===== src/rtl/apb_arbiter_rr_pkg.sv =====
// Shared FSM encoding and timeout constants for the apb_arbiter_rr slice.
// The timeout logic is compiled in only when APB_ARB_TIMEOUT_EN is defined.
package apb_arbiter_rr_pkg;

  typedef enum logic [1:0] {
    ARB_IDLE,
    ARB_SETUP,
    ARB_ACCESS
  } arb_state_t;

  localparam int unsigned ARB_TIMEOUT_CYCLES = 255;
  localparam logic [15:0] ARB_TIMEOUT_DATA   = 16'hDEAD;

  function automatic int unsigned gnt_width(input int unsigned ports);
    return (ports > 1) ? $clog2(ports) : 1;
  endfunction

endpackage


===== src/rtl/apb_arbiter_rr_if.sv =====
// Core-side (S_*) and interconnect-side (M_*) APB signals of the arbiter.
// slave: arbiter view; master: view of the cores plus the downstream interconnect.
interface apb_arbiter_rr_if import apb_arbiter_rr_pkg::*; #(
  parameter int unsigned BUS_WIDTH    = 16,
  parameter int unsigned MASTER_PORTS = 4
);
  localparam int unsigned GNT_W = gnt_width(MASTER_PORTS);

  logic [MASTER_PORTS*BUS_WIDTH-1:0] S_PADDR;
  logic [MASTER_PORTS-1:0]           S_PWRITE;
  logic [MASTER_PORTS-1:0]           S_PSELx;
  logic [MASTER_PORTS-1:0]           S_PENABLE;
  logic [MASTER_PORTS*BUS_WIDTH-1:0] S_PWDATA;
  logic [MASTER_PORTS*BUS_WIDTH-1:0] S_PRDATA;
  logic [MASTER_PORTS-1:0]           S_PREADY;

  logic [BUS_WIDTH-1:0] M_PADDR;
  logic                 M_PWRITE;
  logic                 M_PSEL;
  logic                 M_PENABLE;
  logic [BUS_WIDTH-1:0] M_PWDATA;
  logic [BUS_WIDTH-1:0] M_PRDATA;
  logic                 M_PREADY;
  logic [GNT_W-1:0]     M_GRANT;

  modport slave (
    input  S_PADDR, S_PWRITE, S_PSELx, S_PENABLE, S_PWDATA,
    output S_PRDATA, S_PREADY,
    output M_PADDR, M_PWRITE, M_PSEL, M_PENABLE, M_PWDATA, M_GRANT,
    input  M_PRDATA, M_PREADY
  );

  modport master (
    output S_PADDR, S_PWRITE, S_PSELx, S_PENABLE, S_PWDATA,
    input  S_PRDATA, S_PREADY,
    input  M_PADDR, M_PWRITE, M_PSEL, M_PENABLE, M_PWDATA, M_GRANT,
    output M_PRDATA, M_PREADY
  );

endinterface


===== src/rtl/apb_arbiter_rr_rr_pick.sv =====
// Round-robin first-set search: lowest request above 'last', else lowest request overall.
module rr_pick #(
  parameter int unsigned MASTER_PORTS = 4,
  parameter int unsigned GNT_W        = 2
) (
  input  logic [MASTER_PORTS-1:0] req,
  input  logic [GNT_W-1:0]        last,
  output logic [GNT_W-1:0]        idx,
  output logic                    any
);

  logic found_hi;
  logic found_lo;

  // Two passes replace a wrapping search: the upper pass covers last+1..top,
  // the lower pass supplies the wrapped winner when nothing above was found.
  always_comb begin
    idx      = '0;
    found_hi = 1'b0;
    found_lo = 1'b0;
    for (int unsigned i = 0; i < MASTER_PORTS; i++) begin
      if (!found_hi && (GNT_W'(i) > last) && req[i]) begin
        idx      = GNT_W'(i);
        found_hi = 1'b1;
      end
    end
    for (int unsigned i = 0; i < MASTER_PORTS; i++) begin
      if (!found_hi && !found_lo && req[i]) begin
        idx      = GNT_W'(i);
        found_lo = 1'b1;
      end
    end
  end

  assign any = |req;

endmodule


===== src/rtl/apb_arbiter_rr.sv =====
// Round-robin arbiter sharing one APB master port between MASTER_PORTS cores.
// Define APB_ARB_TIMEOUT_EN to force-complete transfers stuck in ACCESS.
module apb_arbiter_rr import apb_arbiter_rr_pkg::*; #(
  parameter int unsigned BUS_WIDTH    = 16,
  parameter int unsigned MASTER_PORTS = 4
) (
  input logic             clk,
  input logic             reset,
  apb_arbiter_rr_if.slave bus
);

  localparam int unsigned GNT_W = gnt_width(MASTER_PORTS);

  arb_state_t       state, state_nxt;
  logic [GNT_W-1:0] grant, grant_nxt;
  logic [GNT_W-1:0] last, last_nxt;
  logic [GNT_W-1:0] pick_idx;
  logic             pick_any;
  logic             done;
  logic             timeout;
  logic             unused_penable;

  // Core PENABLE carries no information: phases are regenerated downstream.
  assign unused_penable = ^bus.S_PENABLE;

  rr_pick #(
    .MASTER_PORTS(MASTER_PORTS),
    .GNT_W       (GNT_W)
  ) u_pick (
    .req (bus.S_PSELx),
    .last(last),
    .idx (pick_idx),
    .any (pick_any)
  );

`ifdef APB_ARB_TIMEOUT_EN
  logic [7:0] wait_cnt;

  assign timeout = (state == ARB_ACCESS) && !bus.M_PREADY &&
                   (wait_cnt == 8'(ARB_TIMEOUT_CYCLES));

  always_ff @(posedge clk or negedge reset) begin
    if (!reset) begin
      wait_cnt <= '0;
    end else if (state_nxt == ARB_SETUP) begin
      wait_cnt <= '0;
    end else if ((state == ARB_ACCESS) && !bus.M_PREADY && !timeout) begin
      wait_cnt <= wait_cnt + 8'd1;
    end
  end

`ifndef SYNTHESIS
  always_ff @(posedge clk) begin
    if (reset && timeout) $display("apb_arb timeout core %0d", grant);
  end
`endif
`else
  assign timeout = 1'b0;
`endif

  always_ff @(posedge clk or negedge reset) begin
    if (!reset) begin
      state <= ARB_IDLE;
      grant <= '0;
      last  <= GNT_W'(MASTER_PORTS - 1);
    end else begin
      state <= state_nxt;
      grant <= grant_nxt;
      last  <= last_nxt;
    end
  end

  always_comb begin
    state_nxt     = state;
    grant_nxt     = grant;
    last_nxt      = last;
    done          = 1'b0;
    bus.M_PSEL    = 1'b0;
    bus.M_PENABLE = 1'b0;
    unique case (state)
      ARB_IDLE: begin
        if (pick_any) begin
          grant_nxt = pick_idx;
          state_nxt = ARB_SETUP;
        end
      end
      ARB_SETUP: begin
        bus.M_PSEL = 1'b1;
        state_nxt  = ARB_ACCESS;
      end
      ARB_ACCESS: begin
        bus.M_PSEL    = !timeout;
        bus.M_PENABLE = !timeout;
        if (bus.M_PREADY || timeout) begin
          done      = 1'b1;
          last_nxt  = grant;
          state_nxt = ARB_IDLE;
        end
      end
      default: state_nxt = ARB_IDLE;
    endcase
  end

  always_comb begin
    bus.M_PADDR  = '0;
    bus.M_PWRITE = 1'b0;
    bus.M_PWDATA = '0;
    bus.S_PREADY = '0;
    bus.S_PRDATA = '0;
    for (int unsigned i = 0; i < MASTER_PORTS; i++) begin
      if ((state != ARB_IDLE) && (GNT_W'(i) == grant)) begin
        bus.M_PADDR  = bus.S_PADDR[i*BUS_WIDTH +: BUS_WIDTH];
        bus.M_PWRITE = bus.S_PWRITE[i];
        bus.M_PWDATA = bus.S_PWDATA[i*BUS_WIDTH +: BUS_WIDTH];
        if (done) begin
          bus.S_PREADY[i] = 1'b1;
          bus.S_PRDATA[i*BUS_WIDTH +: BUS_WIDTH] =
            timeout ? BUS_WIDTH'(ARB_TIMEOUT_DATA) : bus.M_PRDATA;
        end
      end
    end
  end

  assign bus.M_GRANT = grant;

endmodule

===== src/flat_wrapper.sv =====
// flat-port wrapper written by rule: the top's interface ports become plain ports
module apb_arbiter_rr_flat import apb_arbiter_rr_pkg::*;
#(
  parameter int unsigned BUS_WIDTH    = 16,
  parameter int unsigned MASTER_PORTS = 4
)
  (clk, reset, bus_S_PADDR, bus_S_PWRITE, bus_S_PSELx, bus_S_PENABLE, bus_S_PWDATA, bus_S_PRDATA, bus_S_PREADY, bus_M_PADDR, bus_M_PWRITE, bus_M_PSEL, bus_M_PENABLE, bus_M_PWDATA, bus_M_GRANT, bus_M_PRDATA, bus_M_PREADY);
  apb_arbiter_rr_if #(.BUS_WIDTH(BUS_WIDTH), .MASTER_PORTS(MASTER_PORTS)) bus_i ();
  input logic clk;
  input logic reset;
  input wire logic [$bits(bus_i.S_PADDR)-1:0] bus_S_PADDR;
  input wire logic [$bits(bus_i.S_PWRITE)-1:0] bus_S_PWRITE;
  input wire logic [$bits(bus_i.S_PSELx)-1:0] bus_S_PSELx;
  input wire logic [$bits(bus_i.S_PENABLE)-1:0] bus_S_PENABLE;
  input wire logic [$bits(bus_i.S_PWDATA)-1:0] bus_S_PWDATA;
  output wire logic [$bits(bus_i.S_PRDATA)-1:0] bus_S_PRDATA;
  output wire logic [$bits(bus_i.S_PREADY)-1:0] bus_S_PREADY;
  output wire logic [$bits(bus_i.M_PADDR)-1:0] bus_M_PADDR;
  output wire logic [$bits(bus_i.M_PWRITE)-1:0] bus_M_PWRITE;
  output wire logic [$bits(bus_i.M_PSEL)-1:0] bus_M_PSEL;
  output wire logic [$bits(bus_i.M_PENABLE)-1:0] bus_M_PENABLE;
  output wire logic [$bits(bus_i.M_PWDATA)-1:0] bus_M_PWDATA;
  output wire logic [$bits(bus_i.M_GRANT)-1:0] bus_M_GRANT;
  input wire logic [$bits(bus_i.M_PRDATA)-1:0] bus_M_PRDATA;
  input wire logic [$bits(bus_i.M_PREADY)-1:0] bus_M_PREADY;
  assign bus_i.S_PADDR = bus_S_PADDR;
  assign bus_i.S_PWRITE = bus_S_PWRITE;
  assign bus_i.S_PSELx = bus_S_PSELx;
  assign bus_i.S_PENABLE = bus_S_PENABLE;
  assign bus_i.S_PWDATA = bus_S_PWDATA;
  assign bus_S_PRDATA = bus_i.S_PRDATA;
  assign bus_S_PREADY = bus_i.S_PREADY;
  assign bus_M_PADDR = bus_i.M_PADDR;
  assign bus_M_PWRITE = bus_i.M_PWRITE;
  assign bus_M_PSEL = bus_i.M_PSEL;
  assign bus_M_PENABLE = bus_i.M_PENABLE;
  assign bus_M_PWDATA = bus_i.M_PWDATA;
  assign bus_M_GRANT = bus_i.M_GRANT;
  assign bus_i.M_PRDATA = bus_M_PRDATA;
  assign bus_i.M_PREADY = bus_M_PREADY;
  apb_arbiter_rr #(.BUS_WIDTH(BUS_WIDTH), .MASTER_PORTS(MASTER_PORTS)) u_core (.clk(clk), .reset(reset), .bus(bus_i));
endmodule

===== config.mk =====
export PLATFORM = sky130hd
export DESIGN_NAME = apb_arbiter_rr_flat
export DESIGN_NICKNAME = d
export VERILOG_FILES = /design/src/rtl/apb_arbiter_rr_pkg.sv /design/src/rtl/apb_arbiter_rr_if.sv /design/src/rtl/apb_arbiter_rr_rr_pick.sv /design/src/rtl/apb_arbiter_rr.sv /design/src/flat_wrapper.sv
export SDC_FILE = /design/constraint.sdc
export NUM_CORES = 1
export LEC_CHECK = 0
export ABC_AREA = 1
export BUFFER_PORTS_ARGS = -buffer_cell sky130_fd_sc_hd__buf_4
export CORE_AREA = 2 2 104 106
export CTS_BUF_LIST = sky130_fd_sc_hd__clkbuf_8
export DETAILED_ROUTE_END_ITERATION = 12
export DIE_AREA = 0 0 106 108
export PLACE_DENSITY = 0.53
export SETUP_SLACK_MARGIN = 0.5
export SLEW_MARGIN = 20
export SYNTH_ARGS = -nofsm -noshare
export SYNTH_HDL_FRONTEND = slang
export SYNTH_SLANG_ARGS = --single-unit

===== constraint.sdc =====
create_clock -name clk -period 2.55 [get_ports clk]
set_clock_uncertainty 0.1 [all_clocks]
set_input_delay 0.765 -clock clk [delete_from_list [all_inputs] [get_ports clk]]
set_output_delay 0.765 -clock clk [all_outputs]
set_load 0.005 [all_outputs]

==> reports/qor.txt, run 1 <==
total congestion overflow -> 0
Slew @ Worst Pin -> 0.3770 ns
vias in the first global route -> 3,218
Yosys cell types -> 19
Synthesized Nets -> 502
Die ar. -> 11,450 µm²
Hold Crit Class -> in2async
Initial Utilization -> 16.33%
DP HPWL -> 8556 µm
drt wl/cell -> 15.65 µm
Final min period -> 2.542 ns
Fmax -> 393.4 MHz
Antenna Nets Post-Route -> 0
synthesis-stage register bit count -> 6
I/O pin count -> 264
final wirelength -> 12,040 µm
slew margin rel. -> 74.60%
Req. time, crit path -> 1.69 ns
largest net degree at the start of global routing -> 20
Ys Warns -> 0
vias after detailed routing -> 3,405
layout cells sized above 1 -> 69.83%
reg-to-reg startpoint -> u_core.state[1]$_DFFE_PN0P_
Critical Path Start Type -> flop
die height -> 108 µm
Syn Std Cell Area -> 1670 µm²
row cnt -> 37
worst-path cell chain -> inv_2 -> ha_4 -> nor3_4 -> buf_6 -> buf_12 -> nand2_2 -> nand4_1 -> buf_4
total CTS buffers -> 3
ys flop type -> dfrtp_1
Die X -> 106 µm
register area share after synthesis -> 9.139%
Final Net Count -> 796
Worst Setup SP -> u_core.state[0]$_DFFE_PN0P_
# setup viols final -> 0
EDFF count, synth -> 0
crit path DAT -> 1.68 ns
final worst-path cycle share -> 99.69%
Clk Tree Root Cell -> clkbuf_8
Hold Vio Cnt, Final -> 0
Worst-path clk slew -> 0.04 ns
antenna cells -> 0
# hold bufs at CTS -> 0
Commonest cells post-synth -> nand2_1 (119), nor2_1 (62), nand4_1 (36)
Slew Limit Fails -> 0
1st-pass router iterations -> 6
final hold slack -> 0.2439 ns
drc violations -> 0
core area -> 10,230 µm²
Detailed Route Iter0 Violations -> 131
CTS sink cnt -> 6
GPL Wtd Cong -> 0.8379
CTS tree -> yes
Peak VDD IR -> 384.3 µV
Power Dens Cells -> 710.4 nW/µm²
total track usage -> 17.48%
Clk Latency, worst-skew pair -> 0.22 ns
Leak -> 2.591 nW
CP bufs+invs -> 4
RSZ-0062 raised after global routing -> true
Async S/R FF share, synth -> 100.0%
# Max-Cap Violations -> 0
post-layout util -> 51.31%
CP top delay family -> buffers and inverters
CTS max path bufs -> 2
count leader, synth -> nand2_1
post-synth top area cell -> nand2_1
Critical Path End Type -> primary output
I/O Buffers -> 259
CP max stage delay -> 0.35 ns
Synth Instances -> 340
Critical Path Fanout Max -> 7
slowest CP cell -> dfrtp_1
Synth top area share -> 26.74%
critical path type -> reg2out
area grow syn2layout -> 214.3%
status -> finished, final reports clean
first-pass GRT wire length -> 16,300 µm
initial antenna violation count -> 0
DR vias/cell -> 4.428
Synth area leaders -> nand2_1 (27%), nor2_1 (14%), nand4_1 (13%), nand3_1 (10%), inv_1 (6.7%)
Max H-tree Level -> 1
Synth Area per Inst -> 4.913 µm²
==> path summary, 6_finish.rpt <==
kind                                          endpoint  slack [ns]  cells past startpoint
setup reg to reg           u_core.state[0]$_DFFE_PN0P_        0.98                      6
min in group clk            u_core.last[0]$_DFFE_PN1P_        0.39                      2
max in group asynchronous   u_core.last[0]$_DFFE_PN1P_        1.90                      1
hold reg to reg             u_core.last[0]$_DFFE_PN1P_        0.39                      2
hold / removal             u_core.state[1]$_DFFE_PN0P_        0.24                      1
setup / recovery                       bus_M_PADDR[10]       0.008                      8
==> logic make-up after synthesis <==
group	Yosys count	share of synthesized area [%]
AOI/OAI and AO/OA	6	1.797
adders and majority gates	3	2.247
DFF	6	9.139
and+or+nand+nor	270	73.11
buffers and inverters	55	13.71
==> cell type report <==
cell class / instances / area (µm²)
clock inverter: 1 / 3.754
multi-input combinational: 279 / 1891
sequential: 6 / 153.9
tap: 136 / 170.2
clock buffer: 3 / 41.29
inverter: 35 / 148.9
fill: 964 / 4981
timing repair buffer: 309 / 2841
==> routing by layer <==
metal	vias up	GRT usage (%)	part of all wire (%)
met4	0	3.665	2.3
met5	-	0	0
met1	1524	20.00	37
met2	179	33.04	53
met3	18	4.159	7.7
li1	1684	-	-
==> per-stage QoR <==
stage | instances | cell area, µm² | setup TNS, ns | power, W | worst slack, ns
floorplan | 340 | 2021 | 0 | 0.001418 | 0.2932
global placement | 734 | 4230 | 0 | 0.002748 | 0.1063
detailed placement | 734 | 4230 | 0 | 0.002754 | 0.08445
CTS | 757 | 4676 | 0 | 0.003319 | 0.005818
global route | 769 | 5250 | -2.670 | 0.004023 | -0.07656
finish | 769 | 5250 | 0 | 0.003729 | 0.007997
==> placed cells by master (no fill, tap or decap), drive strengths merged <==
| cell | n |
|---|---|
| o21ai | 5 |
| inv | 34 |
| nor3 | 4 |
| nand2 | 121 |
| buf | 300 |
| nor2 | 74 |
| dfrtp | 4 |
| nand4 | 36 |
| ha | 3 |
| dfstp | 2 |
| clkbuf | 12 |
| clkinv | 2 |
| nand3 | 35 |
| a21oi | 1 |
==> sequential cells by signal, summed over array words and instances, names as in the netlist <==
register and flops:
u_core.last 2, u_core.state 2, u_core.bus.M_GRANT 2
==> report_power, final <==
part           switching [W]  leakage, nW  internal, W
Sequential         0.0000446       0.0688     0.000154
Combinational        0.00163         2.49      0.00176
Clock              0.0000413       0.0269     0.000103
Total                0.00171         2.59      0.00201
==> what timing repair did <==
action,CTS,global route
buffers inserted,16,3
resized for setup,53,97
setup endpoints to repair,101,102
pin swaps,8,41
gates cloned,3,9
==> worst register-to-register path, cell delays in order (launching register included) <==
cell and delay (ns):
dfrtp_1 0.38, inv_2 0.08, ha_4 0.22, buf_4 0.14, inv_1 0.04, o21ai_0 0.33
o21ai_0 0.15
Note: power is estimated with default switching activity, not from simulation.
==> run 2, diff against run 1 <==
--- a/config.mk
+++ b/config.mk
@@ -12,7 +12,6 @@
 export DETAILED_ROUTE_END_ITERATION = 12
 export DIE_AREA = 0 0 106 108
 export PLACE_DENSITY = 0.53
-export SETUP_SLACK_MARGIN = 0.5
 export SLEW_MARGIN = 20
 export SYNTH_ARGS = -nofsm -noshare
 export SYNTH_HDL_FRONTEND = slang
==> reports/qor.txt, run 2 (synthesis results as in run 1) <==
status -> finished with violations
failing checks -> setup timing
Hold Crit Class -> in2async
first-pass GRT wire length -> 15,050 µm
Power Dens Cells -> 809.6 nW/µm²
final worst-path cycle share -> 101.8%
total CTS buffers -> 3
I/O pin count -> 264
Final min period -> 2.596 ns
core area -> 10,230 µm²
slew margin rel. -> 73.48%
Slew Limit Fails -> 0
drt wl/cell -> 15.24 µm
die height -> 108 µm
Max H-tree Level -> 1
Final Net Count -> 782
DR vias/cell -> 4.385
largest net degree at the start of global routing -> 23
1st-pass router iterations -> 5
Setup TNS -> -0.1434 ns
antenna cells -> 0
drc violations -> 0
vias after detailed routing -> 3,311
total chip power -> 0.003568 W
met3 track demand over resource -> 2.954%
CTS max path bufs -> 2
Die X -> 106 µm
Die ar. -> 11,450 µm²
Worst-path clk slew -> 0.04 ns
crit path DAT -> 1.73 ns
Peak VDD IR -> 314.4 µV
final wirelength -> 11,500 µm
CTS sink cnt -> 6
Req. time, crit path -> 1.69 ns
Critical Path Fanout Max -> 7
GPL Wtd Cong -> 0.8082
worst setup margin -> -0.04620 ns
total track usage -> 16.28%
# setup viols final -> 13
Detailed Route Iter0 Violations -> 215
most frequent cells in the layout -> buf_4 (271), nand2_1 (93), nor2_1 (46)
I/O Buffers -> 259
met2 usage -> 32.63%
Slew @ Worst Pin -> 0.3937 ns
RSZ-0062 raised after global routing -> true
CTS tree -> yes
DP HPWL -> 8385 µm
critical path type -> reg2out
Hold Vio Cnt, Final -> 0
Critical Path Start Type -> flop
vias in the first global route -> 2,911
initial antenna violation count -> 0
area grow syn2layout -> 163.8%
Critical Path End Type -> primary output
Global Route met1 Usage -> 18.56%
total congestion overflow -> 0
Storage cell area -> 155.1 µm²
Initial Utilization -> 16.33%
# Max-Cap Violations -> 0
# hold bufs at CTS -> 0
area of the multi-input gates -> 1466 µm²
Antenna Nets Post-Route -> 0
Fmax -> 385.2 MHz
Clk Tree Root Cell -> clkbuf_8
pre-CTS WS -> -0.05159 ns
layout cells sized above 1 -> 59.77%
Fillers -> 1,077
layer with the highest usage -> met2
most common cell after layout, fill and taps aside -> buf_4
Leak -> 2.408 nW
row cnt -> 37
post-layout util -> 43.07%
internal reg-to-reg setup slack -> 0.94 ns
Clk Latency, worst-skew pair -> 0.22 ns
## run 2: cell count changes in the layout (fill, tap and decap cells not counted), moves of 5 or more
cell       delta
buf_4        +32
nor2_1       +36
clkbuf_16     -5
nor2_2       +12
nand2_1      +20
buf_6        -40
nand2_2      -15
nor2_4       -48
## run 2: final cells by class
type | instances | share of cell area [%]
Clock buffer | 3 | 0.9370
Tap cell | 136 | 3.861
Clock inverter | 1 | 0.08518
Timing Repair Buffer | 294 | 55.17
Inverter | 35 | 3.152
Multi-Input combinational cell | 280 | 33.28
Sequential cell | 6 | 3.521
## run 2: what timing repair did
item                                    CTS  global route
resized for setup                        17            73
pin swaps                                 4            29
endpoints found under the setup margin   99            91
setup buffers                             6             9
gates cloned                              1             8
## run 2: worst max-delay path: stages, from the launching register on
cell and delay (ns):
dfrtp_1 0.39, inv_2 0.09, ha_4 0.22, nor3_4 0.05, buf_6 0.13, buf_4 0.13, buf_12 0.13, nand2_1 0.05
nand4_1 0.13, buf_4 0.17
## run 2: report_power, final
group | switching, W | total (W) | internal [W]
sequential | 0.0000671 | 0.000222 | 0.000155
clock | 0.0000404 | 0.000144 | 0.000103
combinational | 0.00151 | 0.00320 | 0.00170
total | 0.00161 | 0.00357 | 0.00196
## run 2: through the flow
| step | hold slack (ns) | instances | cell area (µm²) |
|---|---|---|---|
| after floorplan | 0.3694 | 340 | 1670 |
| after global placement | 0.3948 | 728 | 3785 |
| after detailed placement | 0.3927 | 728 | 3785 |
| after CTS | 0.2439 | 739 | 3975 |
| after global routing | 0.2453 | 755 | 4407 |
| final | 0.2490 | 755 | 4407 |
## run 2: worst paths after layout
check / from / end / cells after the start
max: u_core.state[0]$_DFFE_PN0P_ / bus_M_PADDR[4] / 9
min: reset / u_core.bus.M_GRANT[0]$_DFFE_PN0P_ / 1
max reg2reg: u_core.state[0]$_DFFE_PN0P_ / u_core.state[0]$_DFFE_PN0P_ / 6
min reg2reg: u_core.last[0]$_DFFE_PN1P_ / u_core.last[0]$_DFFE_PN1P_ / 2
max in group asynchronous: reset / u_core.last[1]$_DFFE_PN1P_ / 1
min in group clk: u_core.last[0]$_DFFE_PN1P_ / u_core.last[0]$_DFFE_PN1P_ / 2
## run 2: per-layer routing
metal,wire length (µm),up-vias
met5,0,-
met4,0,0
met3,977,0
met2,6251,171
met1,4275,1492
li1,-,1648
==> run 3, diff against run 2 <==
==> constraint.sdc (replaced) <==
create_clock -name clk -period 2.4 [get_ports clk]
set_clock_uncertainty 0.1 [all_clocks]
set_input_delay 0.72 -clock clk [delete_from_list [all_inputs] [get_ports clk]]
set_output_delay 0.72 -clock clk [all_outputs]
set_load 0.005 [all_outputs]
==> reports/qor.txt, run 3 (synthesis results as in run 1) <==
slew margin rel. -> 75.59%
Die X -> 106 µm
failing checks -> setup timing
Peak VDD IR -> 315.0 µV
I/O pin count -> 264
Hold Vio Cnt, Final -> 0
Final min period -> 2.482 ns
initial antenna violation count -> 0
Antenna Nets Post-Route -> 0
pre-CTS WS -> -0.09854 ns
Critical Path End Type -> primary output
antenna cells -> 0
1st-pass router iterations -> 4
total track usage -> 17.66%
total congestion overflow -> 0
# Max-Cap Violations -> 0
CTS tree -> yes
DP HPWL -> 8415 µm
worst setup margin -> -0.08236 ns
Clk Tree Root Cell -> clkbuf_8
drt wl/cell -> 14.86 µm
first-pass GRT wire length -> 16,280 µm
critical path type -> reg2out
largest net degree at the start of global routing -> 26
Critical Path Fanout Max -> 16
Initial Utilization -> 16.33%
DR vias/cell -> 4.441
final worst-path cycle share -> 103.4%
Detailed Route Iter0 Violations -> 162
FF-to-FF path depth -> 7
most frequent cells in the layout -> buf_4 (274), nand2_1 (101), nor2_1 (58)
final wirelength -> 11,180 µm
vias in the first global route -> 3,135
Req. time, crit path -> 1.58 ns
status -> finished with violations
CTS max path bufs -> 2
reg-to-reg startpoint -> u_core.state[1]$_DFFE_PN0P_
most common cell after layout, fill and taps aside -> buf_4
Clk Latency, worst-skew pair -> 0.23 ns
Post-Place Cells -> 733
Layout Cells excl Fill -> 752
area grow syn2layout -> 155.8%
total chip power -> 0.003531 W
Slew Limit Fails -> 0
I/O Buffers -> 259
internal reg-to-reg setup slack -> 0.82 ns
total CTS buffers -> 3
vias after detailed routing -> 3,340
Worst-path clk slew -> 0.04 ns
# setup viols final -> 52
Critical Path Start Type -> flop
GPL Wtd Cong -> 0.8327
Hold Crit Class -> in2async
drc violations -> 0
Final Net Count -> 779
Fmax -> 402.8 MHz
Leak -> 2.351 nW
Slew @ Worst Pin -> 0.3623 ns
reg2reg end -> u_core.state[1]$_DFFE_PN0P_
crit path DAT -> 1.66 ns
DP Area -> 3847 µm²
core area -> 10,230 µm²
Power Dens Cells -> 826.4 nW/µm²
Max H-tree Level -> 1
RSZ-0062 raised after global routing -> true
row cnt -> 37
die height -> 108 µm
layout cells sized above 1 -> 56.49%
CTS sink cnt -> 6
Setup TNS -> -1.453 ns
Die ar. -> 11,450 µm²
fin area -> 4273 µm²
[run 3: area by class of cell]
class	instances	area [µm²]
sequential	6	155.1
tap	136	170.2
clock buffer	3	41.29
clock inverter	1	3.754
inverter	35	141.4
multi-input combinational	279	1389
fill	1095	5958
timing repair buffer	292	2372
[run 3: worst max-delay path by stage]
| stage | end | depth (start not counted) | slack (ns) | from |
|---|---|---|---|---|
| 2_1_floorplan | bus_S_PRDATA[10] | 9 | 0.04 | u_core.state[0]$_DFFE_PN0P_ |
| 3_3_place_gp | bus_M_PWDATA[14] | 7 | -0.09 | u_core.state[0]$_DFFE_PN0P_ |
| 6_report | bus_S_PRDATA[29] | 9 | -0.08 | u_core.state[1]$_DFFE_PN0P_ |
| 4_1_cts | bus_M_PADDR[4] | 7 | -0.05 | u_core.state[1]$_DFFE_PN0P_ |
| 5_1_grt | bus_S_PRDATA[16] | 9 | -0.19 | u_core.state[1]$_DFFE_PN0P_ |
| 3_5_place_dp | bus_M_PWDATA[14] | 7 | -0.1 | u_core.state[1]$_DFFE_PN0P_ |
[run 3: critical path, cell delays in order, from the launching register on]
cell and delay, ns:
dfrtp_1 0.36, inv_2 0.06, ha_4 0.19, nor3_4 0.15
buf_12 0.14, inv_4 0.03, nor2_4 0.15, inv_6 0.10
nor2_1 0.12, buf_4 0.12
[run 3: per-layer routing]
layer | vias up | GRT usage [%] | share of wire [%]
met5 | - | 0 | 0
met4 | 0 | 3.289 | 1.3
met3 | 10 | 3.376 | 8.0
met2 | 176 | 34.70 | 53
met1 | 1505 | 19.81 | 37
li1 | 1649 | - | -
[run 3: metrics by stage]
stage	hold WS, ns	util, %
floorplan	0.3244	-
global placement	0.3958	37.61
detailed placement	0.4048	37.61
CTS	0.1907	40.47
global route	0.1918	41.76
finish	0.1967	41.76
[run 3: what timing repair did]
action | 4_1_cts | 5_1_grt
cloned | 3 | 1
hold buffers | 0 | 0
pin swaps | 11 | 6
setup buffers | 8 | 3
endpoints found under the setup margin | 100 | 99
resized for setup | 33 | 28
[run 3: report_power, final]
part | internal [W] | switching (W) | total (W)
logic | 0.00164 | 0.00150 | 0.00314
clock network | 0.000110 | 0.0000475 | 0.000158
registers | 0.000165 | 0.0000683 | 0.000233
total | 0.00192 | 0.00161 | 0.00353
